--- src/rtl/alu_result_stage.sv ---
// ALU result stage: a two-entry skid FIFO between the ALU and its consumer.
// Each entry holds the result word, the control code and NZCV flags derived
// from the result when the entry is written. The flags of the most recently
// popped entry are kept architecturally, and completed pops are counted
// with a saturating counter.
module alu_result_stage #(
    parameter int BITS  = 8,
    parameter int CNT_W = 16
) (
    input  logic             clk,
    input  logic             rst_n,
    input  logic             clr,
    input  logic             in_valid,
    output logic             in_ready,
    input  logic [BITS-1:0]  in_result,
    input  logic             in_carry,
    input  logic             in_flag,
    input  logic [3:0]       in_control,
    output logic             out_valid,
    input  logic             out_ready,
    output logic [BITS-1:0]  out_result,
    output logic [3:0]       out_control,
    output logic [3:0]       out_nzcv,
    output logic [3:0]       flags_q,
    output logic [CNT_W-1:0] xfer_cnt
);

    localparam logic [CNT_W-1:0] CNT_MAX = '1;

    logic [BITS-1:0] mem_result_reg  [2];
    logic [3:0]      mem_control_reg [2];
    logic [3:0]      mem_nzcv_reg    [2];

    logic            wr_ptr_reg;
    logic            rd_ptr_reg;
    logic [1:0]      count_reg;

    logic            push_en;
    logic            pop_en;
    logic            head_sel;
    logic [3:0]      nzcv_next;

    // Handshake status depends only on registered occupancy, so there is no
    // combinational path from out_ready to in_ready.
    assign in_ready  = (count_reg != 2'd2);
    assign out_valid = (count_reg != 2'd0);

    // A flush wins over any transfer in the same cycle.
    assign push_en = in_valid && in_ready && !clr;
    assign pop_en  = out_valid && out_ready && !clr;

    // Flags are derived once, at write time, and travel with the entry.
    assign nzcv_next = {in_result[BITS-1], (in_result == '0), in_carry, in_flag};

    // When empty the outputs show entry 0 so they are deterministic.
    assign head_sel    = out_valid ? rd_ptr_reg : 1'b0;
    assign out_result  = mem_result_reg[head_sel];
    assign out_control = mem_control_reg[head_sel];
    assign out_nzcv    = mem_nzcv_reg[head_sel];

    // Entry storage: written at the write pointer on every accepted push.
    always_ff @(posedge clk or negedge rst_n) begin
        if (!rst_n) begin
            for (int i = 0; i < 2; i++) begin
                mem_result_reg[i]  <= '0;
                mem_control_reg[i] <= '0;
                mem_nzcv_reg[i]    <= '0;
            end
        end else if (push_en) begin
            mem_result_reg[wr_ptr_reg]  <= in_result;
            mem_control_reg[wr_ptr_reg] <= in_control;
            mem_nzcv_reg[wr_ptr_reg]    <= nzcv_next;
        end
    end

    // Pointers and occupancy; one-bit pointers wrap naturally from 1 to 0.
    always_ff @(posedge clk or negedge rst_n) begin
        if (!rst_n) begin
            wr_ptr_reg <= 1'b0;
            rd_ptr_reg <= 1'b0;
            count_reg  <= 2'd0;
        end else if (clr) begin
            wr_ptr_reg <= 1'b0;
            rd_ptr_reg <= 1'b0;
            count_reg  <= 2'd0;
        end else begin
            if (push_en) begin
                wr_ptr_reg <= ~wr_ptr_reg;
            end
            if (pop_en) begin
                rd_ptr_reg <= ~rd_ptr_reg;
            end
            case ({push_en, pop_en})
                2'b10:   count_reg <= count_reg + 2'd1;
                2'b01:   count_reg <= count_reg - 2'd1;
                default: count_reg <= count_reg;
            endcase
        end
    end

    // Architectural flags and the saturating transfer counter track pops.
    always_ff @(posedge clk or negedge rst_n) begin
        if (!rst_n) begin
            flags_q  <= 4'b0000;
            xfer_cnt <= '0;
        end else if (clr) begin
            flags_q  <= 4'b0000;
            xfer_cnt <= '0;
        end else if (pop_en) begin
            flags_q <= out_nzcv;
            if (xfer_cnt != CNT_MAX) begin
                xfer_cnt <= xfer_cnt + 1'b1;
            end
        end
    end

endmodule

--- config.mk ---
export PLATFORM = sky130hd
export DESIGN_NAME = alu_result_stage
export DESIGN_NICKNAME = d
export VERILOG_FILES = /design/src/rtl/alu_result_stage.sv
export SDC_FILE = /design/constraint.sdc
export NUM_CORES = 1
export LEC_CHECK = 0
export ABC_CLOCK_PERIOD_IN_PS = 1950
export BUFFER_PORTS_ARGS = -buffer_cell sky130_fd_sc_hd__buf_2
export CORE_ASPECT_RATIO = 0.6
export CORE_UTILIZATION = 54
export DETAILED_ROUTE_END_ITERATION = 10
export MAX_ROUTING_LAYER = met4
export PLACE_DENSITY = 0.86
export SETUP_SLACK_MARGIN = 0.3
export SLEW_MARGIN = 10
export SYNTH_ARGS = -nofsm -noshare
export SYNTH_HDL_FRONTEND = slang
export SYNTH_SLANG_ARGS = --single-unit
--- constraint.sdc ---
create_clock -name clk -period 1.95 [get_ports clk]
set_input_delay 0 -clock clk [delete_from_list [all_inputs] [get_ports clk]]
set_output_delay 0 -clock clk [all_outputs]
set_load 0.02 [all_outputs]
Word level (Yosys, flattened, before mapping). Cells that the tools add are included.

Register bits after elaboration: 56. Output and inout port bits: 38. Word-level logic and storage cells: 66.

Add/subtract/negate cells: 3. Magnitude comparators: 3. Equal/unequal tests: 4. Muxes and demuxes: 28. Bitwise operators: 4. Reduce and logical (&&, ||, !) cells: 13.

Operators by type and width (count): two-way mux 16 bit (3); two-way mux 4 bit (9); two-way mux 8 bit (4); adder 16 x 1 -> 16 bit, second input constant (1); bitwise mux 16 bit (1); bitwise mux 8 bit (2); inequality test 16 bit, second input constant (1); demux 8 bit (select 1 bit) (1); logical NOT 8 bit (1); nonzero test 2 bit (4); logical AND 1 bit (5); two-way mux 1 bit (5); demux 4 bit (select 1 bit) (1); >= comparator 2 bit, second input constant (2); inverter 1 -> 2 bit (2); one-hot mux 2 bit (2 select lines) (1); nonzero test 3 bit (1); adder 2 x 1 -> 2 bit, second input constant (1); equality test 2 x 1 -> 1 bit, second input constant (1); equality test 2 bit, second input constant (1); < comparator 2 x 1 -> 1 bit, second input constant (1); two-way mux 2 bit (1); inequality test 2 bit, second input constant (1); inverter 1 bit (2); 3 further kinds (3).

Longest topological paths before layout. Gate-level depths: netlist (run 1).

Depth in word-level cells: 8. Mapped depth: 6. Gate-level depth less buffers: 5.

Worst setup path after synthesis (run 1). Ideal clock, no wire load.

Path type: register -> register. From: register xfer_cnt[0]. To: register xfer_cnt[7]. Arrival time: 1.750 ns. Data required time: 1.822 ns. Setup slack: 0.073 ns. Cell stages (with the launch flop): 7. Buffers on the path: 1. Cells stage by stage: dfrtp_1 > ha_1 > nand4_1 > nor4_2 > buf_4 > a211oi_1 > mux2_1.

Word-level cells in the longest chain between the ends: 4. Elaborated cells on any way between the ends: 7.

Ends and longest elaborated chain: start, declared (RTL line 25) `output logic [CNT_W-1:0] xfer_cnt`; start signal, assigned (RTL line 112) `xfer_cnt <= xfer_cnt + 1'b1;`; adder 16 x 1 -> 16 bit (RTL line 112); two-way mux 16 bit (RTL line 111) `if (xfer_cnt != CNT_MAX) begin`; two-way mux 16 bit (RTL line 109) `end else if (pop_en) begin`; two-way mux 16 bit (RTL line 106) `end else if (clr) begin`.

Several ways; a longest one is shown, not always the timed one. The select of a mux whose other input is x is not followed. A chain may end at the register's enable or synchronous reset.

Final worst setup path (run 1).
From: register xfer_cnt[12]. To: register xfer_cnt[7].

Word-level cells in the longest chain between the ends: 3.

Ends and longest elaborated chain (RTL line): inequality test 16 bit (111); nonzero test 2 bit (no line); AND reduction 2 bit (no line).

No other way between the ends.

==> impl_summary.log, run 1 <==
[metrics] worst skew pair latency: 0.33 ns
[metrics] startpoint type of the worst setup path: register
[metrics] logic gate share of total power: a little under a third
[metrics] share of the core filled with cells: a little under nine tenths
[metrics] Initial DRT Pass Iterations: 5
[metrics] transition time at the pin with the least slew margin: about 0.67 ns
[metrics] Min-Delay Path Class: in2reg
[metrics] worst path required time: 2.17 ns
[metrics] vias in the first global route: 2536
[metrics] worst clock skew: 0.0101 ns
[metrics] relative slew slack: 55.2%
[metrics] Sinks on Clock Net: 54
[metrics] number of H-tree branching levels: 2
[metrics] endpoint class of the critical path: register
[metrics] post-synthesis sequential element count: 54
[metrics] cell area after technology mapping: approximately 2700 sq um
[metrics] critical path class: reg2reg
[metrics] top fanout value on the critical path: 13
[metrics] # port buffers: between 50 and 60
[metrics] area added between synthesis and finish: 47.0%
[metrics] outcome: complete, no violations
[metrics] total die area: around 5400 sq um
[metrics] Routability Congestion: ~0.83
[metrics] launch point of the worst hold path: clr
[metrics] maximum number of pins on one net before global-route repair: 29
[metrics] power density over the cells: 762 nW/um^2
[metrics] Sw Share: 32.2%
[metrics] startpoint of the worst-slack reg-to-reg timing path: xfer_cnt[12]
[metrics] relative contribution of sequential cells to total power: 46.6%
[metrics] cell-internal power: 2.09 mW
[metrics] syn_nets: 260
[metrics] # setup viols final: 0
[metrics] vias post-DR: ~2700
[metrics] clock root buffer: clkbuf_8
[metrics] Cell variety after synth: 43
[metrics] Worst VDD drop: a little under 900 uV
[metrics] clock tree from TritonCTS: built
[metrics] number of antenna violations at the first check in global routing: 1
[metrics] Worst-path clk slew: 0.11 ns
[metrics] share of async-settable or async-resettable flops after synthesis: 100%
[metrics] layout filler cell count: 197
[metrics] Die H: ~57 um
[metrics] share of final-layout standard cells stronger than drive strength 1: 52.8%
[metrics] Final Hold Viols: 0
[metrics] total half-perimeter wirelength after legalization and detailed placement: 4.55 mm
[metrics] setup TNS: 0 ns
[metrics] remaining routing DRC violations: 0
[metrics] Seq/Total Area, Yosys: 49.2%
[metrics] final number of max-transition violations: 0
[metrics] FF/Latch Area: 1360 sq um
[metrics] width of the die: 94.1 um
[metrics] Final Net Count: 358
[metrics] drt first-iter violations: 272
[metrics] Arr. time, crit path: 2.12 ns
[metrics] number of synthesized flops with an enable pin: 0
[metrics] multi-input gate area in the final layout: 1630 sq um
[metrics] total wire length after detailed routing: 10.4 mm
[metrics] CTS Buffer Depth: 2
[metrics] core region area: between 4000 and 5000 sq um
[metrics] final period utilization: about 98%
[metrics] via count normalized by instance count: about 6.6
[metrics] warnings from Yosys: 0
[metrics] Inserted Clock Buffers: 5
[metrics] GRT Resource Usage Total: 36.5%
[metrics] starting density of the core: about three fifths
[metrics] GRT Residual Overflow: 0
[metrics] setup repair after global routing missed its margin: yes
[metrics] switching power total: 0.990 mW
[metrics] mean post-synth cell area: 11.4 sq um
[metrics] dominant register cell in the synthesized netlist: dfrtp_1
[metrics] clock share of power: 22.3%
[metrics] synthesized instance count: 240
[metrics] post-detailed-route wirelength per cell: 25.8 um
[metrics] peak clock frequency supported by timing: roughly 530 MHz
[metrics] wire length of the first global-routing pass: 13.8 mm
[metrics] minimum clock period after layout: approximately 1.9 ns
[metrics] crit path from: xfer_cnt[12]
[metrics] number of violations of the max-capacitance limit: 0
[metrics] standby leakage power: 1.84 nW
[metrics] top-level I/O count: 57
[metrics] Antenna Violating Nets Remaining: 0
[metrics] row count: 19
[final cells by class]
class | count | area share [%]
Antenna cell | 1 | 0.0620
Clock buffer | 7 | 1.89
Clock inverter | 1 | 0.186
Inverter | 3 | 0.279
Multi-Input combinational cell | 170 | 40.3
Sequential cell | 54 | 33.7
Tap cell | 63 | 1.95
Timing Repair Buffer | 104 | 21.6
[metrics by stage]
step / power [mW] / instance area, sq um / instances / worst slack, ns / hold slack (ns)
after global routing: 3.19 / 4040 / 403 / 0.00786 / 0.118
after global placement: 2.00 / 3190 / 358 / 0.215 / 0.0536
after floorplan: 1.83 / 2790 / 240 / 0.304 / -0.296
after detailed placement: 2.04 / 3190 / 358 / 0.0784 / 0.0461
final: 3.08 / 4040 / 403 / 0.0465 / 0.109
after CTS: 2.86 / 3810 / 395 / 0.0754 / 0.0579
[repair_timing]
| action | CTS | global route |
|---|---|---|
| pin swaps | 5 | 10 |
| gates cloned | 1 | 1 |
| endpoints found under the setup margin | 49 | 50 |
| hold buffers | 15 | 0 |
| hold endpoints to repair | 54 | 0 |
| setup buffers | 13 | 6 |
| gates resized for setup | 67 | 39 |
[cell families (layout without fill, tap and decap cells)]
| kind of cell | count (synthesis) | after routing | synth area share [%] |
|---|---|---|---|
| buffers and inverters | 16 | 115 | 3.01 |
| other | 0 | 1 | 0 |
| AO/OA/AOI/OAI | 28 | 28 | 6.70 |
| AND/OR/NAND/NOR | 86 | 86 | 18.4 |
| multiplexers | 53 | 53 | 21.6 |
| XOR/XNOR | 2 | 2 | 0.638 |
| adder cells (fa/ha/maj) | 1 | 1 | 0.456 |
| flip-flops | 54 | 54 | 49.2 |
[worst max-delay path: stages, from the launching register on]
cell      delay (ns)
dfrtp_1         0.52
nand3_1         0.24
nor2_4          0.49
a211oi_2        0.19
mux2_4          0.34
[synthesized netlist by cell type, types with 2 or more instances]
cell type	n	area, sq um
o211ai_1	2	15.0
a211oi_1	4	30.0
clkbuf_1	3	11.3
mux2_2	37	417
nand2_1	11	41.3
mux2i_1	3	30.0
nand2b_1	3	18.8
nand3b_1	4	30.0
o31ai_1	4	30.0
nor4b_2	2	30.0
or4_1	5	37.5
a21oi_1	10	50.1
or2_2	2	12.5
nor2_1	23	86.3
o21ai_1	2	10.0
nor2b_1	6	37.5
o21ai_0	2	10.0
mux2_1	13	146
buf_4	4	30.0
and4_1	2	17.5
buf_2	6	30.0
nor4_1	3	18.8
nor3_1	5	25.0
and3_1	2	12.5
nand3_1	6	30.0
nand4_1	4	25.0
dfrtp_1	54	1350
inv_1	3	11.3
[power by group through the flow]
stage               clock [mW]  sequential [mW]  combinational (mW)
floorplan                    0             1.39               0.433
global placement             0             1.40               0.599
detailed placement           0             1.42               0.623
CTS                      0.627             1.40               0.830
global route             0.730             1.45                1.01
finish                   0.686             1.43               0.957
[worst paths after layout]
kind,endpoint,slack [ns],cells past startpoint
max in group asynchronous,count_reg[0],1.11,3
hold / removal,rd_ptr_reg,0.11,2
min in group asynchronous,xfer_cnt[5],0.25,2
hold reg to reg,mem_control_reg[1],0.53,1
setup reg to reg,xfer_cnt[7],0.05,4
setup / recovery,xfer_cnt[7],0.05,4
[placed cells by master (no fill, tap or decap), types with 3 or more instances in the layout]
| cell type | count |
|---|---|
| inv_1 | 3 |
| nand3b_1 | 4 |
| buf_4 | 24 |
| nand3_1 | 6 |
| dlygate4sd3_1 | 15 |
| nor2b_1 | 6 |
| mux2_1 | 6 |
| dfrtp_1 | 45 |
| buf_6 | 19 |
| nand4_1 | 4 |
| clkbuf_8 | 5 |
| mux2_4 | 35 |
| buf_2 | 40 |
| nor3_1 | 3 |
| nand2b_1 | 3 |
| nand2_1 | 9 |
| mux2i_1 | 3 |
| a21oi_1 | 6 |
| mux2_2 | 9 |
| or4_1 | 5 |
| a21oi_2 | 3 |
| buf_12 | 3 |
| dfrtp_2 | 9 |
| nor2_1 | 19 |
| o31ai_1 | 4 |
[metal layers]
layer | routed length, um | part of all wire, % | vias to the layer above | track usage, %
met1 | 4030 | 39 | 1312 | 49.0
met2 | 4780 | 46 | 236 | 55.3
met4 | 601 | 5.8 | 0 | 14.9
met5 | 0 | 0 | - | -
li1 | - | - | 1069 | -
met3 | 1000 | 9.6 | 57 | 6.67
Power figures use the tool's default switching activity.
==> inputs of run 2 (changes only) <==
- BUFFER_PORTS_ARGS: -buffer_cell sky130_fd_sc_hd__buf_2 -> unset
- CORE_UTILIZATION: 54 -> 59
- CTS_CLUSTER_SIZE: unset -> 10
- DONT_BUFFER_PORTS: unset -> 1
- PLACE_DENSITY: 0.86 -> 0.82
- SETUP_SLACK_MARGIN: 0.3 -> unset
==> impl_summary.log, run 2 (same netlist as run 1, synthesis figures left out) <==
[metrics] top-level I/O count: 57 (unchanged)
[metrics] cell area after layout: 3300 sq um (-18%)
[metrics] worst path required time: 2.15 ns (-0.02 ns)
[metrics] layout filler cell count: 274 (+39%)
[metrics] final number of max-transition violations: 0 (unchanged)
[metrics] width of the die: 90.1 um (-4.2%)
[metrics] number of antenna cells inserted: 0 (-1)
[metrics] Worst VDD drop: 608 uV (-30%)
[metrics] critical path class: reg2reg
[metrics] startpoint type of the worst setup path: register
[metrics] leading cell type in the layout, fill and taps excluded: dfrtp_1
[metrics] number of H-tree branching levels: 2 (unchanged)
[metrics] worst skew pair latency: 0.31 ns (-0.02 ns)
[metrics] endpoint class of the critical path: register
[metrics] Worst-path clk slew: 0.10 ns (about the same)
[metrics] Initial DRT Pass Iterations: 4 (-1)
[metrics] # setup viols final: 0 (unchanged)
[metrics] Pwr Total: 2.75 mW (-11%)
[metrics] non-filler instance count after layout: 341 (-15%)
[metrics] share of final-layout standard cells stronger than drive strength 1: 29.2% (-24 points)
[metrics] commonest cells after routing, fill and taps aside: dfrtp_1, mux2_2, buf_4, nor2_1, dlygate4sd3_1
[metrics] area added between synthesis and finish: 20.1%
[metrics] total half-perimeter wirelength after legalization and detailed placement: 4.22 mm (-7.2%)
[metrics] Sinks on Clock Net: 54 (unchanged)
[metrics] vias post-DR: 2063 (-23%)
[metrics] final period utilization: 97.7% (about the same)
[metrics] number of antenna violations at the first check in global routing: 0 (-1)
[metrics] clock root buffer: clkbuf_8
[metrics] Antenna Violating Nets Remaining: 0 (unchanged)
[metrics] Arr. time, crit path: 2.10 ns (-0.02 ns)
[metrics] number of violations of the max-capacitance limit: 0 (unchanged)
[metrics] Final Hold Viols: 0 (unchanged)
[metrics] remaining routing DRC violations: 0 (unchanged)
[metrics] Routability Congestion: 0.842 (+1.1%)
[metrics] post-detailed-route wirelength per cell: 18.6 um (-28%)
[metrics] share of the core filled with cells: 77.1% (-8.3 points)
[metrics] transition time at the pin with the least slew margin: 1.14 ns (+0.465 ns)
[metrics] total setup buffers inserted after CTS: 0 (-13)
[metrics] via count normalized by instance count: 6.05 (-8.8%)
[metrics] standby leakage power: 1.39 nW (-25%)
[metrics] row count: 18 (-1)
[metrics] # port buffers: 0 (-100%)
[metrics] CTS Buffer Depth: 2 (unchanged)
[metrics] min setup slack post-route: 0.0451 ns (-0.00142 ns)
[metrics] top fanout value on the critical path: 10 (-3)
[metrics] Die H: 54.9 um (-4.2%)
[metrics] vias in the first global route: 1937 (-24%)
[metrics] total wire length after detailed routing: 6.36 mm (-39%)
[metrics] outcome: complete, no violations
[metrics] core region area: 4280 sq um (-9.5%)
[metrics] wire length of the first global-routing pass: 10.1 mm (-27%)
[metrics] setup TNS: 0 ns (unchanged)
[metrics] total die area: 4940 sq um (-8.2%)
[metrics] Inserted Clock Buffers: 5 (unchanged)
[metrics] relative slew slack: 23.9% (-31 points)
[metrics] GRT Resource Usage Total: 28.4% (-8.1 points)
[metrics] drt first-iter violations: 153 (-44%)
[metrics] GRT Residual Overflow: 0 (unchanged)
[metrics] final hold slack: 0.00966 ns (-0.0990 ns)
[metrics] Min-Delay Path Class: in2reg
[metrics] peak clock frequency supported by timing: 525 MHz (about the same)
[metrics] starting density of the core: 64.2% (+6.1 points)
[metrics] clock tree from TritonCTS: built
[metrics] power density over the cells: 835 nW/um^2 (+9.5%)
[metrics] Final Net Count: 300 (-16%)
[metrics] worst clock skew: 0.00559 ns (-0.00448 ns)
[metrics] placed cells: 313 (-13%)
[metrics] cell area reported after detailed placement: 2960 sq um (-7.3%)
[metrics] Worst Setup Slack post-DPL: 0.0681 ns (-0.0103 ns)
[metrics] maximum number of pins on one net before global-route repair: 55 (+90%)
[metrics] minimum clock period after layout: 1.90 ns (+0.00142 ns)
[run 2: worst max-delay path, cell delays in order, from the launching register on]
cell,delay (ns)
dfrtp_1,0.37
ha_1,0.23
nand4_1,0.20
nor4_2,0.32
buf_4,0.24
a211oi_1,0.10
mux2_1,0.34
[run 2: layout make-up]
cell class / instances / area, sq um / share of cell area (%)
Timing Repair Buffer: 46 / 425 / 12.9
Clock buffer: 5 / 68.8 / 2.09
Inverter: 3 / 11.3 / 0.341
Tap cell: 60 / 75.1 / 2.28
Sequential cell: 54 / 1350 / 41.0
Multi-Input combinational cell: 170 / 1320 / 40.1
Clock inverter: 3 / 45.0 / 1.37
[run 2: power by group]
| group | switching, mW | total [mW] | internal [mW] |
|---|---|---|---|
| registers | 0.113 | 1.41 | 1.30 |
| clock network | 0.384 | 0.767 | 0.382 |
| logic | 0.298 | 0.574 | 0.276 |
| total | 0.795 | 2.75 | 1.96 |
[run 2: path summary, 6_finish.rpt]
path,startpoint,endpoint,slack [ns],cells after the start
worst max-delay path,xfer_cnt[1],xfer_cnt[7],0.05,6
min in group asynchronous,rst_n,mem_control_reg[1],0.22,2
worst min register to register,mem_result_reg[5],mem_result_reg[5],0.50,1
worst min-delay path,in_valid,wr_ptr_reg,0.01,3
worst max register to register,xfer_cnt[1],xfer_cnt[7],0.05,6
max in group asynchronous,rst_n,mem_result_reg[15],1.51,2
[run 2: timing repair]
action / CTS / global route
endpoints found under the hold margin: 108 / 0
resized for setup: 0 / 1
hold buffers: 20 / 0
setup endpoints to repair: 0 / 9
[run 2: per-layer routing]
metal	vias up	GRT usage, %	wire, um
met5	-	-	0
met4	0	5.65	35
met3	6	6.67	449
met2	68	43.6	2900
met1	1027	39.3	2980
li1	962	-	-
